===== config.mk =====
export PLATFORM = sky130hd
export DESIGN_NAME = pll_lock_sequencer
export DESIGN_NICKNAME = d
export VERILOG_FILES = /design/src/rtl/pll_lock_sequencer.sv
export SDC_FILE = /design/constraint.sdc
export NUM_CORES = 1
export LEC_CHECK = 0
export ABC_CLOCK_PERIOD_IN_PS = 5200
export BUFFER_PORTS_ARGS = -buffer_cell sky130_fd_sc_hd__buf_2
export CORE_MARGIN = 4
export CORE_UTILIZATION = 32
export DETAILED_ROUTE_END_ITERATION = 6
export SYNTH_ARGS = -nofsm -noshare
export SYNTH_HDL_FRONTEND = slang
export SYNTH_SLANG_ARGS = --single-unit

===== constraint.sdc =====
create_clock -name clk -period 5.2 [get_ports clk]
set_input_delay 0.78 -clock clk [delete_from_list [all_inputs] [get_ports clk]]
set_output_delay 0.78 -clock clk [all_outputs]
set_load 0.01 [all_outputs]

===== src/rtl/pll_lock_sequencer.sv =====
// PLL reset/lock sequencer: pulses the PLL reset, qualifies the synchronized lock
// indication, and only then releases the reset of the PLL clock domain.
module pll_lock_sequencer #(
  parameter int unsigned PLL_RST_CYCLES     = 16,
  parameter int unsigned LOCK_STABLE_CYCLES = 1024,
  parameter int unsigned LOCK_TIMEOUT       = 65536,
  parameter int unsigned CNT_W              = 17
) (
  input  logic       clk,
  input  logic       reset,
  input  logic       pll_locked,
  output logic       pll_resetb,
  output logic       sys_reset,
  output logic       ready,
  output logic [1:0] state,
  output logic [7:0] relock_count,
  output logic [7:0] timeout_count
);

  typedef enum logic [1:0] {
    PLL_RST   = 2'd0,
    WAIT_LOCK = 2'd1,
    STABLE    = 2'd2,
    RUN       = 2'd3
  } state_t;

  localparam logic [CNT_W-1:0] RST_LAST     = CNT_W'(PLL_RST_CYCLES - 1);
  localparam logic [CNT_W-1:0] STABLE_LAST  = CNT_W'(LOCK_STABLE_CYCLES - 1);
  localparam logic [CNT_W-1:0] TIMEOUT_LAST = CNT_W'(LOCK_TIMEOUT - 1);

  logic             lock_meta_q;
  logic             lock_s_q;
  state_t           state_q, state_d;
  logic [CNT_W-1:0] cnt_q, cnt_d;
  logic [7:0]       relock_q, relock_d;
  logic [7:0]       timeout_q, timeout_d;
  logic             pll_resetb_q, pll_resetb_d;
  logic             sys_reset_q, sys_reset_d;
  logic             ready_q, ready_d;

  always_comb begin
    state_d   = state_q;
    cnt_d     = cnt_q + CNT_W'(1);
    relock_d  = relock_q;
    timeout_d = timeout_q;

    case (state_q)
      PLL_RST: begin
        if (cnt_q == RST_LAST) begin
          state_d = WAIT_LOCK;
          cnt_d   = '0;
        end
      end
      WAIT_LOCK: begin
        // A lock arriving on the last timeout count takes priority over the re-pulse.
        if (lock_s_q) begin
          state_d = STABLE;
          cnt_d   = '0;
        end else if (cnt_q == TIMEOUT_LAST) begin
          state_d = PLL_RST;
          cnt_d   = '0;
          if (timeout_q != '1) timeout_d = timeout_q + 8'd1;
        end
      end
      STABLE: begin
        if (!lock_s_q) begin
          state_d = WAIT_LOCK;
          cnt_d   = '0;
        end else if (cnt_q == STABLE_LAST) begin
          state_d = RUN;
          cnt_d   = '0;
        end
      end
      RUN: begin
        cnt_d = cnt_q;
        if (!lock_s_q) begin
          state_d = WAIT_LOCK;
          cnt_d   = '0;
          if (relock_q != '1) relock_d = relock_q + 8'd1;
        end
      end
      default: begin
        state_d = PLL_RST;
        cnt_d   = '0;
      end
    endcase

    // Registered outputs track the next state so they switch with state_q.
    pll_resetb_d = (state_d != PLL_RST);
    sys_reset_d  = (state_d != RUN);
    ready_d      = (state_d == RUN);
  end

  always_ff @(posedge clk) begin
    if (reset) begin
      lock_meta_q  <= 1'b0;
      lock_s_q     <= 1'b0;
      state_q      <= PLL_RST;
      cnt_q        <= '0;
      relock_q     <= '0;
      timeout_q    <= '0;
      pll_resetb_q <= 1'b0;
      sys_reset_q  <= 1'b1;
      ready_q      <= 1'b0;
    end else begin
      lock_meta_q  <= pll_locked;
      lock_s_q     <= lock_meta_q;
      state_q      <= state_d;
      cnt_q        <= cnt_d;
      relock_q     <= relock_d;
      timeout_q    <= timeout_d;
      pll_resetb_q <= pll_resetb_d;
      sys_reset_q  <= sys_reset_d;
      ready_q      <= ready_d;
    end
  end

  assign pll_resetb    = pll_resetb_q;
  assign sys_reset     = sys_reset_q;
  assign ready         = ready_q;
  assign state         = state_q;
  assign relock_count  = relock_q;
  assign timeout_count = timeout_q;

endmodule


---- Word level (Yosys, flattened, before mapping) ----
Index checks and enable logic that the tools add are counted.
storage, ports and cells
  flip-flop bits (word level) ............. 40
  output and inout port bits .............. 21
  word-level logic and storage cells ...... 42
  bits of input ports ..................... 3
cells by class
  reductions and logical operators ........ 4
  equality and inequality tests ........... 11
  mux-type cells .......................... 14
  add/sub/neg operators ................... 3
  bitwise operators ....................... 1
operator list
  cell                                             count
  two-way mux 17 bit                               6
  one-hot mux 17 bit (4 select lines)              1
  adder 17 x 1 -> 17 bit, second input constant    1
  == test 17 x 10 -> 1 bit, second input constant  1
  == test 17 x 16 -> 1 bit, second input constant  1
  == test 17 x 4 -> 1 bit, second input constant   1
  adder 8 x 1 -> 8 bit, second input constant      2
  != test 8 bit, second input constant             2
  two-way mux 2 bit                                6
  one-hot mux 2 bit (4 select lines)               1
  == test 2 bit, second input constant             3
  != test 2 bit, second input constant             2
  AND reduction 4 bit                              1
  AND reduction 3 bit                              1
  == test 2 x 1 -> 1 bit, second input constant    1
  logical NOT 2 bit                                1
  nonzero test 2 bit                               1
  inverter 1 bit                                   1

---- Logic depth before layout (Yosys ltp) ----
Gate-level depths: netlist (run 1).
  word-level depth ........................ 5
  depth in mapped cells ................... 11
  mapped depth without buffers ............ 10

---- Worst setup path before layout (run 1) ----
Ideal clock, no wire load.
  kind .................................... register -> register
  start point ............................. register cnt_q[0]
  end point ............................... register timeout_q[7], in the netlist timeout_count[7]
  data arrival time ....................... 2167 ps
  setup time .............................. 121 ps
  setup slack ............................. 2912 ps
  data required time ...................... 5079 ps
  buffers on the path ..................... 0
  cell stages (with the launch flop) ...... 11
  cell sequence ........................... dfxtp_1 > ha_1 > and3_1 > nand3_1 > or2_2 > inv_1 > ha_1 > and4bb_2 > o211ai_1 > nor2_1 > mux2_2
on the way
  cells in the longest elaborated chain, start to end .. 2
ends and longest elaborated chain
  element                               line  text
  from (decl)                           34    logic [CNT_W-1:0] cnt_q, cnt_d;
  from (signal assigned)                109   cnt_q <= cnt_d;
  == test 17 x 16 -> 1 bit              59    end else if (cnt_q == TIMEOUT_LAST) begin
  AND reduction 4 bit (no source line)  -
  to (signal assigned)                  111   timeout_q <= timeout_d;
  to (decl)                             36    logic [7:0] timeout_q, timeout_d;
No other way between the ends.
A chain may end at the register's enable or synchronous reset.

---- Worst setup path after layout (run 1) ----
  start point ............................. register cnt_q[0]
  end point ............................... register cnt_q[11]
on the way
  cells in the longest elaborated chain, start to end .. 4
ends and longest elaborated chain
  element                                         line    text
  adder 17 x 1 -> 17 bit (tied with other cells)  43      cnt_d = cnt_q + CNT_W'(1);
  two-way mux 17 bit, on equally long branches    69, 59
  two-way mux 17 bit, on equally long branches    66, 56
  one-hot mux 17 bit (4 select lines) (*)         47      case (state_q)
Mark *: on every way between the ends. The rest lies on a longest branch, timed or not.

==> impl_results.md, run 1 <==
- Clock-pin transition on the worst setup and hold timing paths: approximately 0.070 ns
- Largest net degree at the start of global routing: 29
- FMAX: 0.378 GHz
- Share of synthesized registers carrying an async set or reset: 0%
- Power density over the cells: 265 nW/µm²
- Tightest slew margin relative to the limit: a little under a fifth
- TritonCTS clock tree: done
- Final estimated routing congestion in global placement: just under 0.8
- Antenna violations before repair: 0
- Buffers added on ports: 23
- Total count of hold-check failures in the final report: 0
- CTS Buffer Depth: 2
- Setup slack, reg-to-reg: 2.55 ns
- Top flip-flop cell by instance count after synthesis: sky130_fd_sc_hd__dfxtp_1
- Critical path cell sequence: ha_1 > and3_1 > nand3_1 > or2_2 > inv_1 > ha_1 > or3_2 > a21oi_1 > a211oi_4 > a22oi_1
- Overall die height: 87.2 µm
- Total vias in the final route: roughly 1,700
- Final net count: around 250
- Critical-path maximum fanout: 16
- Total number of H-tree levels: 2
- Largest cells by area after synthesis: sky130_fd_sc_hd__dfxtp_1, sky130_fd_sc_hd__xor2_1, sky130_fd_sc_hd__nor2_1, sky130_fd_sc_hd__xnor2_1, sky130_fd_sc_hd__a21oi_1
- Cell taking the most area after synthesis: sky130_fd_sc_hd__dfxtp_1
- Unique cell type count in the Yosys netlist: 51
- Final routed DRC violation total: 0
- Fraction of the yosys area taken by sequential cells: between 30% and 40%
- Critical Path RT: around 5.3 ns
- Core region area: about 6000 µm²
- Number of standard-cell rows in the floorplan: 28
- Maxcap violations: 0
- Maximum vdd ir drop: just under 0.0002 V
- Total overflow reported by the global router: 0
- CTS Hold Buffers Added: 0
- Total iterations of the first detailed-routing run: 5
- Buffers inserted by post-CTS timing repair: 0
- Combinational cell fraction of total power: ~2.4%
- Period minus WS final: approximately 2.6 ns
- Final-report setup violation count: 0
- Final count of pins violating max slew: 0
- Diodes inserted: 0
- Cell Int Power: 484 µW
- Synthesized net count: ~230
- Syn_area_per_cell: about 9.0 µm²
- Worst min-delay path class: reg -> reg
- Final setup skew: ~0.0016 ns
- Number of sinks driven by the clock tree: 40
- Sw Ratio: 19.4%
- Final wirelength: around 4.1 mm
- Worst EP arrival: about 2.8 ns
- Count leader, synth: sky130_fd_sc_hd__dfxtp_1
- EDFF count, synth: 0
- Final core utilization: a little under two fifths
- Vias in the first global route: approximately 1,600
- Area overhead of the layout relative to synthesis: 13.0%
- Combined global-route utilization of all metal layers: between 10% and 20%
- Kind of end point of the critical path: register
- Final antenna-violating net count: 0
- Critical Path Source Type: register
- Number of placed I/O pins: 24
- Die outline width: approximately 87 µm
- DP HPWL: ~2.9 mm
- Proportion of power drawn by flip-flops and latches: around half
- Total area of sequential cells: roughly 800 µm²
- Area fraction of the dominant cell type after synthesis: approximately two fifths
- Total negative slack: 0 ns
- Fin crit share: approximately 51%
- Switching power summed over all nets: ~120 µW
- DIE AREA: 7600 µm²
- Effective utilization at floorplan: between 30% and 40%
- Setup repair after global routing missed its margin: no
- CTS-repair resized insts: 0
- Power share of the clock group: approximately 46%
- YS warnings: 0
- Slew at the pin closest to its max-slew limit: around 1.2 ns
- Average routed wire per standard cell: about 13 µm
- Cell type of the slowest stage on the worst timing path: sky130_fd_sc_hd__a211oi_4
- Setup slack of the critical path after layout: approximately 2.6 ns
- Wire length of the first global-routing pass: ~7.3 mm
- Cell at the root of the clock tree: sky130_fd_sc_hd__clkbuf_8
- Initial DRC Count: around 90
- Average vias per placed instance: between 5 and 6
- Run status: completed
- Share of layout cells above drive strength 1: between 15 and 20%
- Multi-input logic area: between 1000 and 1500 µm²
- Top cells by count, synth: sky130_fd_sc_hd__dfxtp_1, sky130_fd_sc_hd__nor2_1, sky130_fd_sc_hd__a21oi_1
- Worst slack, placed: 2.54 ns
- Instance count of the mapped netlist: roughly 220
- Latest clock arrival within the worst-skew pair: 0.29 ns
- Number of buffers added by the clock tree synthesis step: 5
- Most prevalent standard cell on the critical path: sky130_fd_sc_hd__ha_1
- Leakage: roughly 0.00086 µW
- Filler Cells Inserted: just over 600
- CP peak stage delay: between 0.6 and 0.7 ns
- Critical setup path kind: reg -> reg
- Register bit total from synthesis: 40
- Summed instance area of the synthesized netlist: around 2000 µm²
[power groups by stage]
stage	sequential [µW]	combinational, µW	clock (µW)
after floorplan	318	14.5	0
after global placement	319	14.4	0
after detailed placement	319	14.7	0
after CTS	312	14.8	287
after global routing	312	16.9	296
final	312	14.5	274
[cell families after synthesis]
| family | Yosys count | synth area share [%] |
|---|---|---|
| adder cells (fa/ha/maj) | 5 | 3.12 |
| flip-flops | 40 | 39.9 |
| multiplexers | 4 | 2.06 |
| buffers and inverters | 14 | 4.43 |
| AND/OR/NAND/NOR | 92 | 25.7 |
| XOR/XNOR | 19 | 8.29 |
| AO/OA/AOI/OAI | 50 | 16.5 |
[sequential cells by signal, summed over array words and instances (netlist names)]
signal,cells
cnt_q,17
relock_count,8
timeout_count,8
state,2
lock_meta_q,1
lock_s_q,1
pll_resetb,1
ready,1
sys_reset,1
[critical path: cells and delay by family, from the launching register on]
family	cells	cell delay (ns)
compound gates	3	0.89
fa+ha+maj	2	0.38
buf+inv	1	0.06
flops	1	0.37
simple gates	4	0.77
[layout by cell type, fill, tap and decap left out, types with 2 or more instances in the layout]
cell type / n
sky130_fd_sc_hd__nand3_1: 10
sky130_fd_sc_hd__and2_1: 2
sky130_fd_sc_hd__or4_1: 4
sky130_fd_sc_hd__dfxtp_1: 40
sky130_fd_sc_hd__nor2_1: 22
sky130_fd_sc_hd__a21oi_1: 14
sky130_fd_sc_hd__o21ai_1: 2
sky130_fd_sc_hd__ha_1: 5
sky130_fd_sc_hd__xnor2_1: 9
sky130_fd_sc_hd__o21a_1: 2
sky130_fd_sc_hd__or3_1: 8
sky130_fd_sc_hd__mux2i_1: 3
sky130_fd_sc_hd__or2_2: 2
sky130_fd_sc_hd__nor3b_1: 2
sky130_fd_sc_hd__and4_1: 2
sky130_fd_sc_hd__nor4_1: 2
sky130_fd_sc_hd__nor3_1: 5
sky130_fd_sc_hd__xor2_1: 10
sky130_fd_sc_hd__o211ai_1: 4
sky130_fd_sc_hd__nand2_1: 9
sky130_fd_sc_hd__o2111ai_1: 3
sky130_fd_sc_hd__nor2b_1: 3
sky130_fd_sc_hd__a22oi_1: 5
sky130_fd_sc_hd__inv_1: 4
sky130_fd_sc_hd__o21ai_0: 12
sky130_fd_sc_hd__and3_1: 4
sky130_fd_sc_hd__clkbuf_8: 7
sky130_fd_sc_hd__buf_2: 23
sky130_fd_sc_hd__nand4_1: 7
[layer usage]
layer / up-vias / GRT usage [%] / part of all wire [%]
li1: 872 / - / -
met1: 785 / 15.2 / 50
met2: 20 / 18.9 / 45
met3: 6 / 2.74 / 2.6
met4: 0 / 5.02 / 2.0
met5: - / 0 / 0
[final timing paths]
kind               end   startpoint  depth (start not counted)
max          cnt_q[11]     cnt_q[0]                         10
max reg2reg  cnt_q[11]     cnt_q[0]                         10
min           lock_s_q  lock_meta_q                          1
min reg2reg   lock_s_q  lock_meta_q                          1
[layout make-up]
class	instances	share of cell area [%]
clock buffers	7	4.25
clock inverters	1	1.32
inverters	4	0.662
multi-input cells	170	49.3
flip-flops and latches	40	35.3
well taps	75	4.14
repair buffers	23	5.07
[per-stage QoR]
| stage | hold WS [ns] | total power [µW] | instances | instance area, µm² |
|---|---|---|---|---|
| 2_1_floorplan | 0.414 | 332 | 224 | 2010 |
| 3_3_place_gp | 0.423 | 333 | 312 | 2140 |
| 3_5_place_dp | 0.438 | 334 | 312 | 2140 |
| 4_1_cts | 0.464 | 613 | 320 | 2270 |
| 5_1_grt | 0.486 | 626 | 320 | 2270 |
| 6_report | 0.456 | 600 | 320 | 2270 |
(Power assumes the default switching activity.)
==> run 2, diff against run 1 <==
- ABC_CLOCK_PERIOD_IN_PS: 5200 -> 2380
- clock period: 5.2 -> 2.38 ns (I/O delays scaled with it)
==> run 2 against run 1 <==
Effect of this change:
- combinational power rose to 3.1 times the previous value
- final cell count up 5.3%
- clock skew up 0.0045 ns
- fmax up 19%
- sequential share of layout area down 2.1 points
- die area unchanged
- worst setup slack worse by 2.4 ns
- final area up 7.1%
- critical path depth unchanged
- via count up 1.4%
- first-iteration DRC count down 11%
- critical path type unchanged
- critical endpoint is now timeout_count[5]
- largest power group unchanged
==> impl_results.md, run 2 (synthesis results as in run 1) <==
- Total vias in the final route: 1,707 (was 1,683)
- Setup slack of the critical path after layout: 0.146 ns (was 2.55 ns)
- Power density over the cells: 521 nW/µm² (was 265 nW/µm²)
- Number of standard-cell rows in the floorplan: 28 (unchanged)
- Critical setup path kind: reg -> reg (unchanged)
- Routing layer with the top usage in global route: met2 (unchanged)
- Commonest cells after routing, fill and taps aside: sky130_fd_sc_hd__dfxtp_1, sky130_fd_sc_hd__buf_2, sky130_fd_sc_hd__nor2_1 (unchanged)
- Register bank with the most flops: cnt_q (unchanged)
- Core region area: 5990 µm² (unchanged)
- DP HPWL: 2.99 mm (was 2.93 mm)
- Period minus WS final: 2.23 ns (was 2.65 ns)
- Setup repair after global routing missed its margin: no (unchanged)
- Number of placed I/O pins: 24 (unchanged)
- Average vias per placed instance: 5.07 (was 5.26)
- Initial DRC Count: 79 (was 89)
- DIE AREA: 7600 µm² (unchanged)
- CP peak stage delay: 0.48 ns (was 0.61 ns)
- Run status: completed (unchanged)
- Diodes inserted: 0 (unchanged)
- Maximum vdd ir drop: 0.000258 V (was 0.000195 V)
- Critical Path RT: 2.61 ns (was 5.31 ns)
- Cell type of the slowest stage on the worst timing path: sky130_fd_sc_hd__or4_1 (was sky130_fd_sc_hd__a211oi_4)
- Slew at the pin closest to its max-slew limit: 0.435 ns (was 1.21 ns)
- Filler Cells Inserted: 594 (was 609)
- Tightest slew margin relative to the limit: 70.8% (was 18.9%)
- Total chip power: 1270 µW (was 600 µW)
- Most common cell after layout, fill and taps aside: sky130_fd_sc_hd__dfxtp_1 (unchanged)
- Share of layout cells above drive strength 1: 24.8% (was 17.1%)
- Buffers added on ports: 23 (unchanged)
- TritonCTS clock tree: done (unchanged)
- Worst slack, placed: -0.0877 ns (was 2.54 ns)
- Buffers plus inverters on the worst setup path: 1 (unchanged)
- Global routing usage on met2: 17.5% (was 18.9%)
- Number of buffers added by the clock tree synthesis step: 5 (unchanged)
- Met1 Resource Use GR: 15.7% (was 15.2%)
- Critical path cell sequence: ha_4 > and3_4 > nand3_1 > or2_4 > inv_1 > ha_2 > and4bb_2 > o211ai_1 > or4_1 > o21ai_1 (was ha_1 > and3_1 > nand3_1 > or2_2 > inv_1 > ha_1 > or3_2 > a21oi_1 > a211oi_4 > a22oi_1)
- Clock-pin transition on the worst setup and hold timing paths: 0.08 ns (was 0.07 ns)
- Critical-path maximum fanout: 3 (was 16)
- Final net count: 269 (was 252)
- Total count of hold-check failures in the final report: 0 (unchanged)
- Worst min-delay path class: in -> reg (was reg -> reg)
- FMAX: 0.448 GHz (was 0.378 GHz)
- Post-place instance area: 2250 µm² (was 2140 µm²)
- Final wirelength: 4.18 mm (was 4.10 mm)
- Total overflow reported by the global router: 0 (unchanged)
- Worst EP arrival: 2.46 ns (was 2.76 ns)
- Final estimated routing congestion in global placement: 0.760 (was 0.776)
- Wire length of the first global-routing pass: 7.13 mm (was 7.26 mm)
- Crit-path leading delay family: simple AND/OR/NAND/NOR gates (was compound AO/OA/AOI/OAI gates)
- Fraction of met3 tracks used by global routing: 2.46% (was 2.74%)
- Area overhead of the layout relative to synthesis: 21.1% (was 13.0%)
- CTS Hold Buffers Added: 0 (unchanged)
- Kind of end point of the critical path: register (unchanged)
- Largest net degree at the start of global routing: 27 (was 29)
- Leakage: 0.000944 µW (was 0.000862 µW)
- Final count of pins violating max slew: 0 (unchanged)
- Average routed wire per standard cell: 12.4 µm (was 12.8 µm)
- Final routed DRC violation total: 0 (unchanged)
- Total number of H-tree levels: 2 (unchanged)
- Total iterations of the first detailed-routing run: 4 (was 5)
- Combined global-route utilization of all metal layers: 11.6% (was 11.8%)
- Die outline width: 87.2 µm (unchanged)
- Summed area of non-filler cells in the final layout: 2430 µm² (was 2270 µm²)
- Maxcap violations: 0 (unchanged)
- Antenna violations before repair: 0 (unchanged)
- Fin crit share: 93.9% (was 50.9%)
- Vias in the first global route: 1,557 (was 1,589)
- Worst hold-check slack: 0.294 ns (was 0.456 ns)
- Final setup skew: 0.00607 ns (was 0.00158 ns)
- Effective utilization at floorplan: 33.5% (unchanged)
- Overall die height: 87.2 µm (unchanged)
- Critical Path Source Type: register (unchanged)
- Number of flip-flops under the largest register name: 17 (unchanged)
- Number of sinks driven by the clock tree: 40 (unchanged)
- Final antenna-violating net count: 0 (unchanged)
- Cell at the root of the clock tree: sky130_fd_sc_hd__clkbuf_8 (unchanged)
- CTS Buffer Depth: 2 (unchanged)
- Final core utilization: 40.6% (was 37.9%)
- Final-report setup violation count: 0 (unchanged)
- Latest clock arrival within the worst-skew pair: 0.29 ns (about the same)
## run 2: repair_timing
item | in CTS | in global routing
pin swaps | 1 | 4
resized for setup | 0 | 12
endpoints found under the setup margin | 16 | 18
buffers inserted | 2 | 1
gates cloned | 0 | 0
## run 2: layout make-up
cell class	count	area (µm²)	area share, %
Multi-Input combinational cell	170	1150	47.4
Sequential cell	40	807	33.2
Timing Repair Buffer	40	255	10.5
Tap cell	75	93.8	3.86
Clock buffer	6	72.6	2.99
Clock inverter	2	35.0	1.44
Inverter	4	15.0	0.618
## run 2: where the power goes
| group | switching [µW] | total, µW | internal [µW] |
|---|---|---|---|
| Combinational | 23.4 | 44.5 | 21.1 |
| Clock | 228 | 539 | 311 |
| Sequential | 6.67 | 682 | 675 |
| Total | 258 | 1270 | 1010 |
## run 2: through the flow
stage,setup TNS (ns),cells
3_3_place_gp,0,326
2_1_floorplan,0,224
5_1_grt,0,337
4_1_cts,0,336
3_5_place_dp,-0.743,326
6_report,0,337
## run 2: layer usage
layer / wire (µm) / vias to the layer above
met5: 0 / -
met4: 95 / 0
met3: 137 / 7
met2: 1860 / 33
met1: 2100 / 774
li1: - / 893
## run 2: final timing paths
check                    from               end  slack, ns  cells past startpoint
hold reg to reg   lock_meta_q          lock_s_q       0.44                      1
hold / removal     pll_locked       lock_meta_q       0.29                      2
setup / recovery     cnt_q[0]  timeout_count[5]       0.15                     10
setup reg to reg     cnt_q[0]  timeout_count[5]       0.15                     10
